`src/rtl/perceptron_train_scheduler_if.sv`:
```
// Resolved-branch record handshake between the branch resolution unit (master)
// and the perceptron training scheduler (slave).
interface perceptron_train_scheduler_if #(
  parameter int HIST_LEN = 62,
  parameter int INDEX    = 6,
  parameter int SUM_W    = 16
);
  logic                res_valid;
  logic                res_ready;
  logic [INDEX-1:0]    res_index;
  logic [HIST_LEN-1:0] res_history;
  logic                res_outcome;
  logic                res_prediction;
  logic [SUM_W-1:0]    res_sum;

  modport master (
    output res_valid, res_index, res_history, res_outcome, res_prediction, res_sum,
    input  res_ready
  );

  modport slave (
    input  res_valid, res_index, res_history, res_outcome, res_prediction, res_sum,
    output res_ready
  );
endinterface

```
`src/rtl/perceptron_train_scheduler.sv`:
```
// Perceptron weight training scheduler: filters resolved branches, queues the rest and
// performs a serial read-modify-write per record on the shared single-port weight table.
module perceptron_train_scheduler #(
  parameter int HIST_LEN  = 62,
  parameter int WIDTH     = 8,
  parameter int INDEX     = 6,
  parameter int THRESHOLD = 134,
  parameter int QDEPTH    = 4,
  parameter int SUM_W     = 16
) (
  input  logic                          clk,
  input  logic                          rst,
  perceptron_train_scheduler_if.slave   res,
  input  logic                          pred_req,
  input  logic [INDEX-1:0]              pred_addr,
  output logic [(HIST_LEN+1)*WIDTH-1:0] pred_rdata,
  output logic                          tbl_en,
  output logic                          tbl_we,
  output logic [INDEX-1:0]              tbl_addr,
  output logic [(HIST_LEN+1)*WIDTH-1:0] tbl_wdata,
  input  logic [(HIST_LEN+1)*WIDTH-1:0] tbl_rdata,
  output logic                          busy,
  output logic [15:0]                   train_count,
  output logic [15:0]                   skip_count
);
  localparam int ROW_W = (HIST_LEN+1)*WIDTH;
  localparam int PTR_W = $clog2(QDEPTH);

  localparam logic [1:0] IDLE    = 2'd0;
  localparam logic [1:0] RD_WAIT = 2'd1;
  localparam logic [1:0] WRITE   = 2'd2;

  localparam logic signed [SUM_W-1:0] THR_POS = SUM_W'(THRESHOLD);
  localparam logic signed [SUM_W-1:0] THR_NEG = -THR_POS;
  localparam logic [WIDTH-1:0] W_MAX = {1'b0, {(WIDTH-1){1'b1}}};
  localparam logic [WIDTH-1:0] W_MIN = {1'b1, {(WIDTH-1){1'b0}}};

  logic [1:0]          state_q, state_d;
  logic [PTR_W-1:0]    head_q, head_d, tail_q, tail_d;
  logic [PTR_W:0]      count_q, count_d;
  logic [ROW_W-1:0]    row_q, row_d;
  logic [15:0]         train_count_q, train_count_d;
  logic [15:0]         skip_count_q, skip_count_d;
  logic [INDEX-1:0]    q_index_q [QDEPTH];
  logic [INDEX-1:0]    q_index_d [QDEPTH];
  logic [HIST_LEN-1:0] q_hist_q  [QDEPTH];
  logic [HIST_LEN-1:0] q_hist_d  [QDEPTH];
  logic                q_out_q   [QDEPTH];
  logic                q_out_d   [QDEPTH];

  logic                full, train, accept, push, skip, pop;
  logic                rd_issue, wr_issue;
  logic [INDEX-1:0]    head_index;
  logic [HIST_LEN-1:0] head_hist;
  logic                head_out;
  logic [ROW_W-1:0]    upd_row;
  logic signed [SUM_W-1:0] sum_s;

  function automatic logic [WIDTH-1:0] sat_step(input logic [WIDTH-1:0] w, input logic up);
    if (up) sat_step = (w == W_MAX) ? w : w + WIDTH'(1);
    else    sat_step = (w == W_MIN) ? w : w - WIDTH'(1);
  endfunction

  // full is purely registered, so a pop frees a slot only from the next cycle on
  assign full          = (count_q == (PTR_W+1)'(QDEPTH));
  assign res.res_ready = !full;
  assign sum_s         = $signed(res.res_sum);

  always_comb begin
    train  = (res.res_outcome != res.res_prediction) || ((sum_s >= THR_NEG) && (sum_s <= THR_POS));
    accept = res.res_valid && !full;
    push   = accept && train;
    skip   = accept && !train;
  end

  assign head_index = q_index_q[head_q];
  assign head_hist  = q_hist_q[head_q];
  assign head_out   = q_out_q[head_q];

  always_comb begin
    upd_row = '0;
    upd_row[WIDTH-1:0] = sat_step(tbl_rdata[WIDTH-1:0], head_out);
    for (int unsigned j = 1; j <= HIST_LEN; j++)
      upd_row[j*WIDTH +: WIDTH] = sat_step(tbl_rdata[j*WIDTH +: WIDTH], head_out == head_hist[j-1]);
  end

  always_comb begin
    state_d  = state_q;
    row_d    = row_q;
    rd_issue = 1'b0;
    wr_issue = 1'b0;
    pop      = 1'b0;
    case (state_q)
      IDLE: begin
        if (count_q != '0 && !pred_req) begin
          rd_issue = 1'b1;
          state_d  = RD_WAIT;
        end
      end
      RD_WAIT: begin
        row_d   = upd_row;
        state_d = WRITE;
      end
      WRITE: begin
        if (!pred_req) begin
          wr_issue = 1'b1;
          pop      = 1'b1;
          state_d  = IDLE;
        end
      end
      default: state_d = IDLE;
    endcase
  end

  always_comb begin
    head_d        = head_q + PTR_W'(pop);
    tail_d        = tail_q + PTR_W'(push);
    count_d       = count_q + (PTR_W+1)'(push) - (PTR_W+1)'(pop);
    train_count_d = train_count_q + 16'(pop);
    skip_count_d  = skip_count_q + 16'(skip);
    q_index_d     = q_index_q;
    q_hist_d      = q_hist_q;
    q_out_d       = q_out_q;
    if (push) begin
      q_index_d[tail_q] = res.res_index;
      q_hist_d[tail_q]  = res.res_history;
      q_out_d[tail_q]   = res.res_outcome;
    end
  end

  // Lookups always win the port; scheduler strobes are suppressed during reset
  always_comb begin
    tbl_en    = 1'b0;
    tbl_we    = 1'b0;
    tbl_addr  = '0;
    tbl_wdata = row_q;
    if (pred_req) begin
      tbl_en   = 1'b1;
      tbl_addr = pred_addr;
    end else if (!rst && rd_issue) begin
      tbl_en   = 1'b1;
      tbl_addr = head_index;
    end else if (!rst && wr_issue) begin
      tbl_en   = 1'b1;
      tbl_we   = 1'b1;
      tbl_addr = head_index;
    end
  end

  assign pred_rdata  = tbl_rdata;
  assign busy        = (count_q != '0) || (state_q != IDLE);
  assign train_count = train_count_q;
  assign skip_count  = skip_count_q;

  always_ff @(posedge clk) begin
    if (rst) begin
      state_q       <= IDLE;
      head_q        <= '0;
      tail_q        <= '0;
      count_q       <= '0;
      row_q         <= '0;
      train_count_q <= '0;
      skip_count_q  <= '0;
    end else begin
      state_q       <= state_d;
      head_q        <= head_d;
      tail_q        <= tail_d;
      count_q       <= count_d;
      row_q         <= row_d;
      train_count_q <= train_count_d;
      skip_count_q  <= skip_count_d;
    end
  end

  always_ff @(posedge clk) begin
    q_index_q <= q_index_d;
    q_hist_q  <= q_hist_d;
    q_out_q   <= q_out_d;
  end
endmodule
```
`src/flat_wrapper.sv`:
```
// flat-port wrapper written by rule: the top's interface ports become plain ports
module perceptron_train_scheduler_flat 
#(
  parameter int HIST_LEN  = 62,
  parameter int WIDTH     = 8,
  parameter int INDEX     = 6,
  parameter int THRESHOLD = 134,
  parameter int QDEPTH    = 4,
  parameter int SUM_W     = 16
)
  (clk, rst, pred_req, pred_addr, pred_rdata, tbl_en, tbl_we, tbl_addr, tbl_wdata, tbl_rdata, busy, train_count, skip_count, res_res_valid, res_res_index, res_res_history, res_res_outcome, res_res_prediction, res_res_sum, res_res_ready);
  perceptron_train_scheduler_if #(.HIST_LEN(HIST_LEN), .INDEX(INDEX), .SUM_W(SUM_W)) res_i ();
  input  logic clk;
  input  logic rst;
  input  logic pred_req;
  input  logic [INDEX-1:0] pred_addr;
  output logic [(HIST_LEN+1)*WIDTH-1:0] pred_rdata;
  output logic tbl_en;
  output logic tbl_we;
  output logic [INDEX-1:0] tbl_addr;
  output logic [(HIST_LEN+1)*WIDTH-1:0] tbl_wdata;
  input  logic [(HIST_LEN+1)*WIDTH-1:0] tbl_rdata;
  output logic busy;
  output logic [15:0] train_count;
  output logic [15:0] skip_count;
  input wire logic [$bits(res_i.res_valid)-1:0] res_res_valid;
  input wire logic [$bits(res_i.res_index)-1:0] res_res_index;
  input wire logic [$bits(res_i.res_history)-1:0] res_res_history;
  input wire logic [$bits(res_i.res_outcome)-1:0] res_res_outcome;
  input wire logic [$bits(res_i.res_prediction)-1:0] res_res_prediction;
  input wire logic [$bits(res_i.res_sum)-1:0] res_res_sum;
  output wire logic [$bits(res_i.res_ready)-1:0] res_res_ready;
  assign res_i.res_valid = res_res_valid;
  assign res_i.res_index = res_res_index;
  assign res_i.res_history = res_res_history;
  assign res_i.res_outcome = res_res_outcome;
  assign res_i.res_prediction = res_res_prediction;
  assign res_i.res_sum = res_res_sum;
  assign res_res_ready = res_i.res_ready;
  perceptron_train_scheduler #(.HIST_LEN(HIST_LEN), .WIDTH(WIDTH), .INDEX(INDEX), .THRESHOLD(THRESHOLD), .QDEPTH(QDEPTH), .SUM_W(SUM_W)) u_core (.clk(clk), .rst(rst), .res(res_i), .pred_req(pred_req), .pred_addr(pred_addr), .pred_rdata(pred_rdata), .tbl_en(tbl_en), .tbl_we(tbl_we), .tbl_addr(tbl_addr), .tbl_wdata(tbl_wdata), .tbl_rdata(tbl_rdata), .busy(busy), .train_count(train_count), .skip_count(skip_count));
endmodule
```
`config.mk`:
```
export PLATFORM = sky130hd
export DESIGN_NAME = perceptron_train_scheduler_flat
export DESIGN_NICKNAME = d
export VERILOG_FILES = /design/src/rtl/perceptron_train_scheduler_if.sv /design/src/rtl/perceptron_train_scheduler.sv /design/src/flat_wrapper.sv
export SDC_FILE = /design/constraint.sdc
export NUM_CORES = 2
export LEC_CHECK = 0
export CAP_MARGIN = 40
export CORE_AREA = 2 2 650 652
export CTS_CLUSTER_DIAMETER = 200
export DETAILED_ROUTE_END_ITERATION = 16
export DIE_AREA = 0 0 652 654
export HOLD_SLACK_MARGIN = 0.05
export MAX_ROUTING_LAYER = met4
export PLACE_DENSITY = 0.4
export SYNTH_ARGS = -nofsm -noshare
export SYNTH_HDL_FRONTEND = slang
export SYNTH_SLANG_ARGS = --single-unit
```
`constraint.sdc`:
```
create_clock -name clk -period 20.3 [get_ports clk]
set_input_delay 2.03 -clock clk [delete_from_list [all_inputs] [get_ports clk]]
set_output_delay 2.03 -clock clk [all_outputs]
set_load 0.02 [all_outputs]
```
==> flow_summary.ini, run 1 <==
[outcome]
run_status = did not finish
stop_stage = 5_2_route
error_line = [ERROR DRT-0255] Maze Route cannot find path of net tbl_rdata[196] in worker of routeBox ( 627900 386400 ) ( 652000 434700 ).

[yosys]
synth_warnings = 0
yosysTopAreaCell = dfxtp_1
synth_area_um2 = 58220
synth_seq_cells = 821
synth_enable_flop_cells = 276
yosysTopAreaCellShare_pct = 18.74
syn_inst = 6872
syn_nets = 7670
ys_types = 89
synth_area_per_cell_um2 = 8.472
synth_ff_type = dfxtp_1
synth_area_leaders = dfxtp_1, edfxtp_1, buf_4, nor2_1, ha_1
ys_seq_area_share_pct = 32.98
synthArstFlopShare_pct = 0

[clock_network]
clkSinkCount = 821
post-cts-setup-buffers = 0
postCtsHoldBufs = 0
clockBufferDepth = 4
ctsResizeCount = 0
htree_levels = 3
numCtsBuffers = 124
cts_root_buffer = clkbuf_16

[global_route]
grt_pass1_vias = 53620
track_usage_pct = 16.21
grt-ovfl-total = 0
antenna_found_initial = 58
grt_max_degree = 118
grt_pass1_wl_um = 472300

[placed_design]
dp_hpwl_um = 284900
dp.cells = 13200
port_buffers = 1649
routabilityCongestion = 0.9268

[floorplan]
io_pins = 1650
die_h_um = 654
die_w_um = 652
rows = 238
start_util_pct = 13.89
stage by stage:
stage | utilization (%) | hold WS, ns | cell area (um^2) | worst slack, ns
after floorplan | - | 0.4976 | 58220 | 11.47
after global placement | 18.26 | 0.4295 | 76540 | 13.88
after detailed placement | 18.47 | 0.4338 | 77440 | 13.84
after CTS | 19.47 | 0.4414 | 81630 | 13.84
after global routing | 19.49 | 0.4607 | 81730 | 13.76
cells by family after synthesis:
group,after synthesis,synth area share (%)
AOI/OAI and AO/OA,1515,18.01
and+or+nand+nor,2550,21.41
adders and majority gates,198,4.268
xor gates and xnor gates,432,7.485
muxes,185,4.732
buffers and inverters,1171,11.12
DFF,821,32.98
synth_stat cells, types with 60 or more instances:
cell type  number
nor2_1        724
nand3_1       219
a221oi_1       60
ha_1          197
edfxtp_1      276
mux4_2         70
o221ai_1       94
nor4_1         79
xnor2_1       198
a211oi_1      138
and3_1         64
a31oi_1       101
dfxtp_1       545
inv_1         221
buf_4         511
o21ai_0       302
nor3_1        326
nand2_1       577
nand4_1        90
clkbuf_1      390
xor2_1        189
mux2i_1        93
a311oi_1       63
a21oi_1       283
nor2b_1        83
routing by layer:
| metal | track usage [%] |
|---|---|
| met1 | 20.19 |
| met2 | 26.31 |
| met3 | 3.731 |
| met4 | 4.196 |
| met5 | - |
==> run 2, diff against run 1 <==
Settings changed: CORE_AREA 2 2 650 652 to 2 2 641 643, CTS_CLUSTER_DIAMETER 200 to not set, DIE_AREA 0 0 652 654 to 0 0 643 645, HOLD_SLACK_MARGIN 0.05 to not set, MAX_ROUTING_LAYER met4 to not set, PLACE_DENSITY 0.4 to not set, PLACE_DENSITY_LB_ADDON set to 0.15.
==> run 2 against run 1 <==
The flow now finishes without violations. Global-route usage shrank 0.51 points. Area after synthesis is the same. Synthesized cell count is the same.
==> flow_summary.ini, run 2 <==
[placed_design]
dp_hpwl_um = 272800
port_buffers = 1649
pre_cts_ws_ns = 13.79
routabilityCongestion = 0.8546

[yosys]
yosysTopAreaCell = dfxtp_1
synth_warnings = 0
syn_inst = 6872
synth_enable_flop_cells = 276
synth-xor-area-share_pct = 7.485
synthAdderAreaFrac_pct = 4.268
syn_nets = 7670
synth_ff_type = dfxtp_1
synthArstFlopShare_pct = 0
synth_area_um2 = 58220
ys_types = 89
synth-simple-area-share_pct = 21.41
synth.most_common_cell = nor2_1
synth_seq_cells = 821
synthMuxAreaShare_pct = 4.732
synth_area_leaders = dfxtp_1, edfxtp_1, buf_4, nor2_1, ha_1
synth_area_per_cell_um2 = 8.472
synth_compound_area_share_pct = 18.01
synth_top_family_by_area = simple AND/OR/NAND/NOR gates
ys_seq_area_share_pct = 32.98
yosys-top-cells-count = nor2_1, nand2_1, dfxtp_1
yosysTopAreaCellShare_pct = 18.74

[global_route]
grt-ovfl-total = 0
grt_max_degree = 128
track_usage_pct = 15.70
grt_pass1_vias = 54700
grt_pass1_wl_um = 464000
antenna_found_initial = 70

[sta]
fin_tns_setup_ns = 0
fmax_mhz = 153.3
slew_headroom_pct = 35.15
setup_viol = 0
skew_ns = 0.09774
worst_slew_pin_slew_ns = 0.9694
layout_min_cycle_time_ns = 6.523
setup_ws_ns = 13.78
maxSlewViolCount = 0
rsz0062_at_grt = no
post-route-period-util_pct = 32.13
hold_viol_final = 0

[layout]
largest_reg_flops = 504
area_growth_pct = 39.29
nets = 8581
final_common_cell = clkdlybuf4s50_1
fin_util_pct = 19.87
layout_common_cells = clkdlybuf4s50_1, nor2_1, nand2_1, dfxtp_1, nor3_1
drive_gt1_share_pct = 5.863

[setup_path]
critPathSlowestCell = clkdlybuf4s50_1
cp.arrival_ns = 4.49
required_ns = 18.27
cp-start-kind = input port
end_kind = output port
path_cells = clkdlybuf4s50_1 > nor4b_1 > nor2_1 > o21ai_0 > clkdlybuf4s50_1
rr_worst_depth = 8
path_class = in2out
worst_r2r_startpoint = u_core.head_q[0]$_SDFF_PP0_
critPathMaxStageDelay_ns = 0.68
ff2ff_setup_slack_ns = 15.18
worstReg2RegEnd = u_core.tbl_wdata[163]$_SDFFE_PP0N_
cp_common_cell = clkdlybuf4s50_1
cp_max_fo = 11

[routing]
firstDrtPassIters = 6
avgRoutedWirePerCell_um = 25.60
wl_um = 341900
ant_nets = 0
drtIter0Drc = 3475
via_count = 56760
drcViolationCount = 0
routed_via_density = 4.250

[pwr]
p_int_mw = 4.048
max-vdd-ir-drop_mv = 0.06864
power_frac_comb_pct = 35.6
seqPwrFrac_pct = 30.2
p_switching_mw = 2.515
power_mw = 6.563
power_density_nw_per_um2 = 80.93
swShare_pct = 38.32
leakagePower_nw = 26.69
power.share.clock_pct = 34.2

[clock_network]
cts_root_buffer = clkbuf_16
htree_levels = 3
post-cts-setup-buffers = 0
cts_tree = built
clockBufferDepth = 4
clk_latency_ns = 0.88
ctsResizeCount = 0
postCtsHoldBufs = 0
clk_transition_reported_paths_ns = 0.06
numCtsBuffers = 124
clkSinkCount = 821

[floorplan]
dieArea_um2 = 414700
core_area_um2 = 408100
start_util_pct = 14.27
rows = 235
die_h_um = 645
io_pins = 1650
die_w_um = 643

[min_path]
worstHoldPathCells = 2
min_to = u_core.tbl_wdata[459]$_SDFFE_PP0N_
hold_class = reg2reg
worstHoldStart = u_core.tbl_wdata[459]$_SDFFE_PP0N_

[flow_run]
drv_cap = 0

[outcome]
run_status = finished clean
[run 2: logic make-up after synthesis]
kind of cell / count (synthesis)
xor+xnor: 432
buf+inv: 1171
flops: 821
compound gates: 1515
mux: 185
simple gates: 2550
fa+ha+maj: 198
[run 2: power groups by stage]
stage / sequential (mW) / clock (mW) / combinational (mW)
after floorplan: 2.15 / 0 / 1.07
after global placement: 2.02 / 0 / 2.38
after detailed placement: 2.02 / 0 / 2.39
after CTS: 1.99 / 2.35 / 2.40
after global routing: 2.00 / 2.40 / 2.53
final: 1.98 / 2.24 / 2.34
[run 2: worst max-delay path by stage]
stage / from / end / slack [ns] / cells past startpoint
floorplan: res_res_sum[3] / u_core.q_hist_q[186]$_DFFE_PP_ / 11.47 / 5
global placement: pred_req / tbl_addr[3] / 13.77 / 5
detailed placement: pred_req / tbl_en / 13.79 / 4
CTS: pred_req / tbl_en / 13.77 / 4
global route: pred_req / tbl_addr[0] / 13.57 / 5
finish: pred_req / tbl_addr[0] / 13.78 / 5
[run 2: per-layer routing]
metal	GRT usage, %	routed length (um)	up-vias
li1	-	-	26620
met1	18.33	137800	27940
met5	0	122	-
met2	28.80	174800	1817
met3	3.561	20090	365
met4	3.732	9145	20
[run 2: cell type report]
cell class | count | area (um^2)
flip-flops and latches | 821 | 19210
diodes | 25 | 62.56
fillers | 45230 | 327000
well taps | 5451 | 6820
repair buffers | 1735 | 17450
multi-input cells | 4880 | 32620
clock buffers | 165 | 3447
clock inverters | 58 | 661.9
inverters | 221 | 829.5
[run 2: critical path, delay by kind of cell]
| family | cells | cell delay [ns] |
|---|---|---|
| AOI/OAI and AO/OA | 1 | 0.25 |
| buffers and inverters | 2 | 1.32 |
| and+or+nand+nor | 2 | 0.87 |
[run 2: per-stage QoR]
step                      cells  hold WS [ns]  area (um^2)
after floorplan            6872        0.4976        58220
after global placement    13080        0.4304        76420
after detailed placement  13110        0.4363        76920
after CTS                 13330        0.4445        81030
after global routing      13350        0.4547        81080
final                     13360        0.4398        81090
Power figures use the tool's default switching activity.
